<file path="config.mk">
export PLATFORM = sky130hd
export DESIGN_NAME = rx_buffer_ctrl
export DESIGN_NICKNAME = d
export VERILOG_FILES = /design/src/rtl/rx_pkg.sv /design/src/rtl/rx_timeout_timer.sv /design/src/rtl/rx_buffer_ctrl.sv
export SDC_FILE = /design/constraint.sdc
export NUM_CORES = 1
export LEC_CHECK = 0
export CAP_MARGIN = 20
export CORE_ASPECT_RATIO = 0.5
export CORE_MARGIN = 2
export CORE_UTILIZATION = 23
export CTS_CLUSTER_DIAMETER = 60
export DETAILED_ROUTE_END_ITERATION = 8
export GPL_ROUTABILITY_DRIVEN = 0
export PLACE_DENSITY = 0.39
export SLEW_MARGIN = 5
export SYNTH_ARGS = -nofsm -noshare
export SYNTH_HDL_FRONTEND = slang
export SYNTH_SLANG_ARGS = --single-unit
</file>
<file path="constraint.sdc">
create_clock -name clk -period 6.4 [get_ports clk]
set_input_delay 1.28 -clock clk [delete_from_list [all_inputs] [get_ports clk]]
set_output_delay 1.28 -clock clk [all_outputs]
set_load 0.02 [all_outputs]
</file>
<file path="src/rtl/rx_pkg.sv">
// ---------------------------------------------------------------------------
// rx_pkg
// Shared types and default constants for the UART receive buffer controller.
//   rx_entry_t  : one FIFO entry {dat, pErr, fErr}
//   to_state_e  : receive idle-timeout FSM states
//   RX_FIFO_DEPTH / RX_TIMEOUT_TICKS : default parameter values
// ---------------------------------------------------------------------------
package rx_pkg;

   localparam int RX_FIFO_DEPTH    = 4;
   // 4 character times of 10 bits at 8x oversampling
   localparam int RX_TIMEOUT_TICKS = 320;

   typedef struct packed {
      logic [7:0] dat;
      logic       pErr;
      logic       fErr;
   } rx_entry_t;

   typedef enum logic [1:0] {
      TO_IDLE    = 2'd0,
      TO_COUNT   = 2'd1,
      TO_EXPIRED = 2'd2
   } to_state_e;

endpackage

</file>
<file path="src/rtl/rx_timeout_timer.sv">
// ---------------------------------------------------------------------------
// rx_timeout_timer
// Idle-timeout FSM for the receive FIFO. While the FIFO holds data, counts
// baud ticks since the last write strobe or pop and flags a timeout once
// TIMEOUT_TICKS ticks pass with no activity.
// Ports:
//   clk, arst      : clock, asynchronous active-high reset
//   tick_i         : 8x baud tick
//   move_i         : receive core delivered a character (kept or dropped)
//   pop_i          : an entry is popped this cycle
//   empty_next_i   : FIFO will be empty after this edge
//   timeout_o      : 1 while in the EXPIRED state
// ---------------------------------------------------------------------------
module rx_timeout_timer
   import rx_pkg::*;
#(
   parameter int TIMEOUT_TICKS = RX_TIMEOUT_TICKS
) (
   input  logic clk,
   input  logic arst,
   input  logic tick_i,
   input  logic move_i,
   input  logic pop_i,
   input  logic empty_next_i,
   output logic timeout_o
);

   localparam int TW = (TIMEOUT_TICKS > 1) ? $clog2(TIMEOUT_TICKS) : 1;
   localparam logic [TW-1:0] LAST_TICK = TW'(TIMEOUT_TICKS - 1);

   to_state_e     state_q, state_d;
   logic [TW-1:0] tick_cnt_q, tick_cnt_d;

   // Next-state logic; leaving IDLE and any exit to IDLE use the post-edge fill level
   always_comb begin
      state_d    = state_q;
      tick_cnt_d = tick_cnt_q;
      case (state_q)
         TO_IDLE: begin
            if (!empty_next_i) begin
               state_d    = TO_COUNT;
               tick_cnt_d = {TW{1'b0}};
            end else begin
               state_d    = TO_IDLE;
            end
         end
         TO_COUNT: begin
            if (empty_next_i) begin
               state_d    = TO_IDLE;
               tick_cnt_d = {TW{1'b0}};
            end else if (move_i || pop_i) begin
               tick_cnt_d = {TW{1'b0}};
            end else if (tick_i) begin
               if (tick_cnt_q == LAST_TICK) begin
                  state_d    = TO_EXPIRED;
                  tick_cnt_d = {TW{1'b0}};
               end else begin
                  tick_cnt_d = tick_cnt_q + TW'(1);
               end
            end else begin
               tick_cnt_d = tick_cnt_q;
            end
         end
         TO_EXPIRED: begin
            // Only a pop or draining the FIFO leaves EXPIRED
            if (empty_next_i) begin
               state_d    = TO_IDLE;
               tick_cnt_d = {TW{1'b0}};
            end else if (pop_i) begin
               state_d    = TO_COUNT;
               tick_cnt_d = {TW{1'b0}};
            end else begin
               state_d    = TO_EXPIRED;
            end
         end
         default: begin
            state_d    = TO_IDLE;
            tick_cnt_d = {TW{1'b0}};
         end
      endcase
   end

   // State and tick counter registers
   always_ff @(posedge clk or posedge arst) begin
      if (arst) begin
         state_q    <= TO_IDLE;
         tick_cnt_q <= {TW{1'b0}};
      end else begin
         state_q    <= state_d;
         tick_cnt_q <= tick_cnt_d;
      end
   end

   assign timeout_o = (state_q == TO_EXPIRED);

endmodule

</file>
<file path="src/rtl/rx_buffer_ctrl.sv">
// ---------------------------------------------------------------------------
// rx_buffer_ctrl
// UART receive FIFO with show-ahead head output, sticky overrun flag,
// idle-timeout flag and a registered interrupt request.
// Ports:
//   clk, arst              : clock, asynchronous active-high reset
//   brTick8x               : 8x baud tick (timeout timebase)
//   moveDatEn, dat,
//   setPErr, setFErr       : character strobe with data and error bits
//   rdEn                   : CPU pop strobe
//   clrOvr                 : clear overrun
//   rdDat, rdPErr, rdFErr  : head entry
//   rxEmpty, rxFull, count : fill status
//   overrun, rxTimeout     : sticky status flags
//   irq                    : interrupt request (one cycle behind its cause)
// ---------------------------------------------------------------------------
module rx_buffer_ctrl
   import rx_pkg::*;
#(
   parameter int DEPTH         = RX_FIFO_DEPTH,
   parameter int IRQ_LEVEL     = 1,
   parameter int TIMEOUT_TICKS = RX_TIMEOUT_TICKS
) (
   input  logic                     clk,
   input  logic                     arst,
   input  logic                     brTick8x,
   input  logic                     moveDatEn,
   input  logic [7:0]               dat,
   input  logic                     setPErr,
   input  logic                     setFErr,
   input  logic                     rdEn,
   input  logic                     clrOvr,
   output logic [7:0]               rdDat,
   output logic                     rdPErr,
   output logic                     rdFErr,
   output logic                     rxEmpty,
   output logic                     rxFull,
   output logic [$clog2(DEPTH):0]   count,
   output logic                     overrun,
   output logic                     rxTimeout,
   output logic                     irq
);

   localparam int AW = $clog2(DEPTH);
   localparam int CW = AW + 1;
   localparam logic [CW-1:0] FULL_LVL = CW'(DEPTH);
   localparam logic [CW-1:0] IRQ_LVL  = CW'(IRQ_LEVEL);

   rx_entry_t     mem_q [DEPTH];
   rx_entry_t     wr_entry_s;
   logic [AW-1:0] wr_ptr_q, wr_ptr_d;
   logic [AW-1:0] rd_ptr_q, rd_ptr_d;
   logic [CW-1:0] count_q, count_d;
   logic          overrun_q, overrun_d;
   logic          irq_q, irq_d;
   logic          empty_s, full_s, wr_s, rd_s, drop_s, empty_next_s;
   logic          timeout_s;

   // Write/pop qualification, pointer, level, overrun and irq next-state
   always_comb begin
      empty_s    = (count_q == {CW{1'b0}});
      full_s     = (count_q == FULL_LVL);
      rd_s       = rdEn & ~empty_s;
      // A pop in the same cycle frees the slot, so a full FIFO still accepts
      wr_s       = moveDatEn & (~full_s | rdEn);
      drop_s     = moveDatEn & full_s & ~rdEn;
      wr_entry_s = '{dat: dat, pErr: setPErr, fErr: setFErr};

      wr_ptr_d   = wr_s ? (wr_ptr_q + AW'(1)) : wr_ptr_q;
      rd_ptr_d   = rd_s ? (rd_ptr_q + AW'(1)) : rd_ptr_q;

      case ({wr_s, rd_s})
         2'b10:   count_d = count_q + CW'(1);
         2'b01:   count_d = count_q - CW'(1);
         default: count_d = count_q;
      endcase
      empty_next_s = (count_d == {CW{1'b0}});

      // Setting beats clearing when both happen together
      if (drop_s) begin
         overrun_d = 1'b1;
      end else if (clrOvr) begin
         overrun_d = 1'b0;
      end else begin
         overrun_d = overrun_q;
      end

      irq_d = (count_q >= IRQ_LVL) | overrun_q | timeout_s;
   end

   // Entry storage; cleared on reset so the head reads 0 afterwards
   always_ff @(posedge clk or posedge arst) begin
      if (arst) begin
         for (int i = 0; i < DEPTH; i++) begin
            mem_q[i] <= {$bits(rx_entry_t){1'b0}};
         end
      end else if (wr_s) begin
         mem_q[wr_ptr_q] <= wr_entry_s;
      end
   end

   // Pointers, fill level, overrun and irq registers
   always_ff @(posedge clk or posedge arst) begin
      if (arst) begin
         wr_ptr_q  <= {AW{1'b0}};
         rd_ptr_q  <= {AW{1'b0}};
         count_q   <= {CW{1'b0}};
         overrun_q <= 1'b0;
         irq_q     <= 1'b0;
      end else begin
         wr_ptr_q  <= wr_ptr_d;
         rd_ptr_q  <= rd_ptr_d;
         count_q   <= count_d;
         overrun_q <= overrun_d;
         irq_q     <= irq_d;
      end
   end

   rx_timeout_timer #(
      .TIMEOUT_TICKS (TIMEOUT_TICKS)
   ) u_timer (
      .clk          (clk),
      .arst         (arst),
      .tick_i       (brTick8x),
      .move_i       (moveDatEn),
      .pop_i        (rd_s),
      .empty_next_i (empty_next_s),
      .timeout_o    (timeout_s)
   );

   rx_entry_t head_s;
   assign head_s    = mem_q[rd_ptr_q];
   assign rdDat     = head_s.dat;
   assign rdPErr    = head_s.pErr;
   assign rdFErr    = head_s.fErr;
   assign rxEmpty   = empty_s;
   assign rxFull    = full_s;
   assign count     = count_q;
   assign overrun   = overrun_q;
   assign rxTimeout = timeout_s;
   assign irq       = irq_q;

endmodule
</file>
==> results.cfg, run 1 <==
[clock_network]
numCtsBuffers = 9
cts_htree_levels = 3
post-cts-setup-buffers = 0
cts_resized = 0
hold_buffers = 0
cts_tree = built
cts.clk_slew.worst_paths_ns = 0.05
clk_latency_ns = 0.32
cts.sinks = 60
ctsRootBufferMaster = clkbuf_16
clock_path_buffers = 2

[worst_setup_path]
critPathKind = primary input to flop
reg2reg_from = count[0]$_DFF_PP0_
path_max_fanout = 15
cp_slowest_stage_delay_ns = 0.49
cp_top_family = compound AO/OA/AOI/OAI gates
worstPathCellList = clkdlybuf4s50_1, o21ai_1, inv_2, ha_1, nor2b_1, o31ai_2, nand4_4, mux2_4, a22o_1
cp.depth = 9
end_kind = flop
crit_slowest_cell = clkdlybuf4s50_1
crit_path_start = rdEn
cp_num_buf_inv = 2
reg2reg_slack_ns = 3.16
startpoint_type = primary input
crit_end = u_timer.tick_cnt_q[5]$_DFFE_PP0P_
required_ns = 6.61
worst_ep_arrival_time_ns = 4.06
r2r_end = u_timer.tick_cnt_q[5]$_DFFE_PP0P_
reg2regPathDepth = 10

[floorplan]
ios = 34
rows = 29
die_h_um = 85.2
initial_core_util_pct = 23.7
coreArea_mm2 = 0.0128
fp.dieW_um = 166
die-area_mm2 = 0.0142

[layout]
multi_input_area_mm2 = 0.00146
layout_common_cells = 60 x dfrtp_1, 40 x mux2_2, 33 x clkdlybuf4s50_1
fillers = 1293
nets = 305
final_common_cell = dfrtp_1
seq_area_mm2 = 0.00150
drive_above_1_share_pct = 28.4
fin_util_pct = 30.6
area_growth_pct = 28.7
n_antenna_cell = 0

[synthesis]
ys.warnings.count = 0
yosys-top-cells-area = dfrtp_1 50%, mux2_2 15%, mux4_2 7.4%
yosys_most_used_dff = dfrtp_1
synth_top_area_share_pct = 49.5
synth_edf_count = 0
netlist_instances = 236
syn_area_mm2 = 0.00303
synth_seq_area_share_pct = 49.5
synth_top_cell_by_area = dfrtp_1
async_flop_share_pct = 100
ys_seq_elements = 60
syn-num-nets = 264
yosys.cell_types.count = 46
avgSynthCellArea_um2 = 12.8

[timing]
tightest_slew_ns = 0.815
fin_crit_ns = 3.85
period_share_pct = 60.2
clock_skew_ns = 0.00621
final_hold_viol_count = 0
fmax_mhz = 260
setup_violations = 0
finalSetupTns_ns = 0
max_slew_margin_pct = 45.6
maxSlewViolCount = 0
rsz0062_at_grt = no
final.setup.worst_slack_ns = 2.55

[routing]
wl_per_cell_um = 15.2
ant_nets = 0
drt_iter0_drc = 133
viasPerCell = 4.52
first_pass_iters = 4
totalWireLength_um = 6860
drcViolationCount = 0
vias = 2041

[pwr]
p_leak_nw = 1.64
power_density_mw_per_mm2 = 531
ir_worst_vdd_mv = 0.132

[grt]
grt_max_degree = 61
grtUsageMet3_pct = 3.08
grt_pass1_wl_um = 11300
antenna_found_initial = 0
gr-total-overflow = 0
top_usage_layer = met2
grt_usage_pct = 10.4
grt_pass1_vias = 2138
met1_usage_pct = 12.8
grt_use_met2_pct = 17.1

[placed_design]
place_ws_ns = 2.21
dp_hpwl_um = 4720
io_buffers = 33

[run_status]
status = finished clean

[job]
drv_cap = 0

[min_path]
min_path_type = flop to flop
whs_path_depth = 1
flip-flops by register name (all words and copies together), names as in the netlist:
| signal | count |
|---|---|
| irq | 1 |
| overrun | 1 |
| mem_q | 40 |
| u_timer.tick_cnt_q | 9 |
| rd_ptr_q | 2 |
| u_timer.state_q | 2 |
| wr_ptr_q | 2 |
| count | 3 |
stage by stage:
| stage | area [um^2] | instances | total power [mW] | hold slack [ns] |
|---|---|---|---|---|
| 6_report | 3900 | 452 | 2.07 | 0.499 |
| 5_1_grt | 3900 | 452 | 2.21 | 0.513 |
| 4_1_cts | 3900 | 452 | 2.11 | 0.504 |
| 3_5_place_dp | 3560 | 436 | 1.56 | 0.492 |
| 3_3_place_gp | 3560 | 436 | 1.53 | 0.481 |
| 2_1_floorplan | 3030 | 236 | 1.25 | 0.474 |
cell usage after synthesis (3+ instances only):
cell type,count
inv_1,12
o21ai_0,5
nand3_1,5
a22o_1,6
ha_1,12
dfrtp_1,60
mux4_2,10
nor3_1,4
mux2_2,40
nand4_1,3
nand2_1,16
a21oi_1,4
nand2_2,4
nor2_1,6
o21a_1,3
xnor2_1,3
nand2b_1,5
and2_1,3
cell families after synthesis:
group / Yosys count / synth area share (%)
buffers and inverters: 17 / 2.19
AOI/OAI and AO/OA: 34 / 8.50
adders and majority gates: 12 / 4.95
and+or+nand+nor: 57 / 10.4
DFF: 60 / 49.5
xor gates and xnor gates: 4 / 1.16
muxes: 52 / 23.3
power by group:
part | switching [mW] | internal, mW | leakage [nW]
registers | 0.132 | 0.544 | 0.733
clock network | 0.166 | 0.373 | 0.162
logic | 0.388 | 0.468 | 0.745
how the worst min path moves through the flow:
stage                               start                    end
finish              mem_q[37]$_DFFE_PP0P_  mem_q[37]$_DFFE_PP0P_
global route         mem_q[8]$_DFFE_PP0P_   mem_q[8]$_DFFE_PP0P_
CTS                  mem_q[1]$_DFFE_PP0P_   mem_q[1]$_DFFE_PP0P_
detailed placement   mem_q[1]$_DFFE_PP0P_   mem_q[1]$_DFFE_PP0P_
global placement     mem_q[0]$_DFFE_PP0P_   mem_q[0]$_DFFE_PP0P_
floorplan           mem_q[10]$_DFFE_PP0P_  mem_q[10]$_DFFE_PP0P_
metal layers:
layer / up-vias / routed length [um] / part of all wire [%]
met3: 11 / 251 / 3.7
li1: 947 / - / -
met4: 0 / 117 / 1.7
met2: 43 / 3390 / 49
met5: - / 0 / 0
met1: 1040 / 3110 / 45
worst reg2reg max path, cell delays in order (launching register included):
cell and delay [ns]:
dfrtp_1 0.50, inv_1 0.10, ha_1 0.22, nand2b_1 0.16, nand2_1 0.24, inv_1 0.23, ha_1 0.35, o31ai_2 0.40
nand4_4 0.27, mux2_4 0.40, a22o_1 0.24
cell type report:
| type | count | share of cell area [%] |
|---|---|---|
| clock inverter | 3 | 1.73 |
| tap | 170 | 5.45 |
| clock buffer | 13 | 6.93 |
| inverter | 13 | 1.25 |
| multi-input combinational | 159 | 37.5 |
| sequential | 60 | 38.5 |
| timing repair buffer | 34 | 8.66 |
No activity file was read; power rests on OpenSTA's default activity.
==> run 2, diff against run 1 <==
--- a/config.mk
+++ b/config.mk
@@ -12,7 +12,7 @@
 export CTS_CLUSTER_DIAMETER = 60
 export DETAILED_ROUTE_END_ITERATION = 8
 export GPL_ROUTABILITY_DRIVEN = 0
-export PLACE_DENSITY = 0.39
+export PLACE_DENSITY = 0.41
 export SLEW_MARGIN = 5
 export SYNTH_ARGS = -nofsm -noshare
 export SYNTH_HDL_FRONTEND = slang
==> constraint.sdc (replaced) <==
create_clock -name clk -period 3.5 [get_ports clk]
set_input_delay 0.7 -clock clk [delete_from_list [all_inputs] [get_ports clk]]
set_output_delay 0.7 -clock clk [all_outputs]
set_load 0.02 [all_outputs]
==> results.cfg, run 2 (synthesis results as in run 1) <==
[clock_network]
cts_htree_levels = 3
hold_buffers = 0
clock_path_buffers = 2
ctsRootBufferMaster = clkbuf_16
cts.clk_slew.worst_paths_ns = 0.05
numCtsBuffers = 9
post-cts-setup-buffers = 0
cts_resized = 0
cts_tree = built
clk_latency_ns = 0.32
cts.sinks = 60

[pwr]
p_leak_nw = 1.66
power_density_mw_per_mm2 = 966
ir_worst_vdd_mv = 0.250

[timing]
period_share_pct = 84.4
fmax_mhz = 339
max_slew_margin_pct = 69.4
maxSlewViolCount = 0
rsz0062_at_grt = no
setup_violations = 0
tightest_slew_ns = 0.458
finalSetupTns_ns = 0
fin_crit_ns = 2.95
hold_ws_ns = 0.499
final.setup.worst_slack_ns = 0.546
final_hold_viol_count = 0
clock_skew_ns = 0.00518

[layout]
n_antenna_cell = 0
layout_common_cells = 60 x dfrtp_1, 40 x mux2_2, 33 x clkdlybuf4s50_1
fin_util_pct = 30.8
drive_above_1_share_pct = 29.6
regMostFlops = mem_q
final_common_cell = dfrtp_1
area_growth_pct = 29.7
nets = 310
final_cell_area_mm2 = 0.00393
largest_reg_flops = 40

[routing]
viasPerCell = 4.50
routed.top_layer = met4
dr_wl_met3_um = 210
drcViolationCount = 0
wl_met2_um = 3550
wl_per_cell_um = 15.1
ant_nets = 0
first_pass_iters = 4
wl_met1_um = 3070
vias = 2058
totalWireLength_um = 6890
drt_iter0_drc = 94

[grt]
grt_pass1_wl_um = 11300
antenna_found_initial = 0
grt_usage_pct = 10.3
gr-total-overflow = 0
grt_pass1_vias = 2211
grt_max_degree = 44

[placed_design]
placed_cell_area_mm2 = 0.00361
place_ws_ns = 0.234
io_buffers = 33
dp_hpwl_um = 4810

[job]
drv_cap = 0

[floorplan]
rows = 29
coreArea_mm2 = 0.0128
die-area_mm2 = 0.0142
fp.dieW_um = 166
initial_core_util_pct = 23.7
die_h_um = 85.2
ios = 34

[min_path]
min_path_type = flop to flop

[worst_setup_path]
worst_ep_arrival_time_ns = 3.21
required_ns = 3.76
startpoint_type = primary input
path_max_fanout = 14
end_kind = flop
critPathKind = primary input to flop

[run_status]
status = finished clean
-- run 2: cell types whose count changed in the layout (fill, tap and decap cells not counted) --
cell	previous run	this run
buf_4	1	5
clkbuf_8	3	0
buf_12	0	1
clkinv_2	0	1
clkinv_4	0	1
clkinvlp_4	1	2
-- run 2: power by group --
part	switching (mW)	total (mW)	internal, mW
logic	0.787	1.68	0.892
clock network	0.308	0.931	0.622
registers	0.192	1.19	0.997
total	1.29	3.80	2.51
-- run 2: cell type report --
cell class	count	area, um^2
Tap cell	170	213
Inverter	13	48.8
Multi-Input combinational cell	159	1460
Clock inverter	6	88.8
Timing Repair Buffer	39	388
Sequential cell	60	1500
Clock buffer	10	229
Fill cell	1309	8840
-- run 2: metal layers --
metal | global-route usage, % | vias up
met5 | 0 | -
li1 | - | 957
met3 | 3.40 | 6
met1 | 11.7 | 1067
met2 | 18.5 | 28
met4 | 2.98 | 0
-- run 2: worst paths after layout --
kind	startpoint	to	slack, ns	cells past startpoint
min	mem_q[7]$_DFFE_PP0P_	mem_q[7]$_DFFE_PP0P_	0.50	1
max	rdEn	u_timer.tick_cnt_q[2]$_DFFE_PP0P_	0.55	10
min in group asynchronous	arst	irq$_DFF_PP0_	0.71	2
max in group asynchronous	arst	mem_q[27]$_DFFE_PP0P_	2.20	3
min reg2reg	mem_q[7]$_DFFE_PP0P_	mem_q[7]$_DFFE_PP0P_	0.50	1
max reg2reg	count[0]$_DFF_PP0_	u_timer.tick_cnt_q[2]$_DFFE_PP0P_	0.63	12
-- run 2: through the flow --
| step | power [mW] | std cells |
|---|---|---|
| 2_1_floorplan | 2.28 | 236 |
| 3_3_place_gp | 2.84 | 441 |
| 3_5_place_dp | 2.90 | 441 |
| 4_1_cts | 3.85 | 457 |
| 5_1_grt | 4.04 | 457 |
| 6_report | 3.80 | 457 |
-- run 2: worst max-delay path, stage by stage --
cell,delay (ns)
clkdlybuf4s50_1,0.50
o21ai_1,0.39
inv_2,0.08
ha_1,0.25
nor2b_1,0.15
o31ai_2,0.33
nand4_4,0.13
buf_4,0.22
nor3_1,0.26
a22o_1,0.19
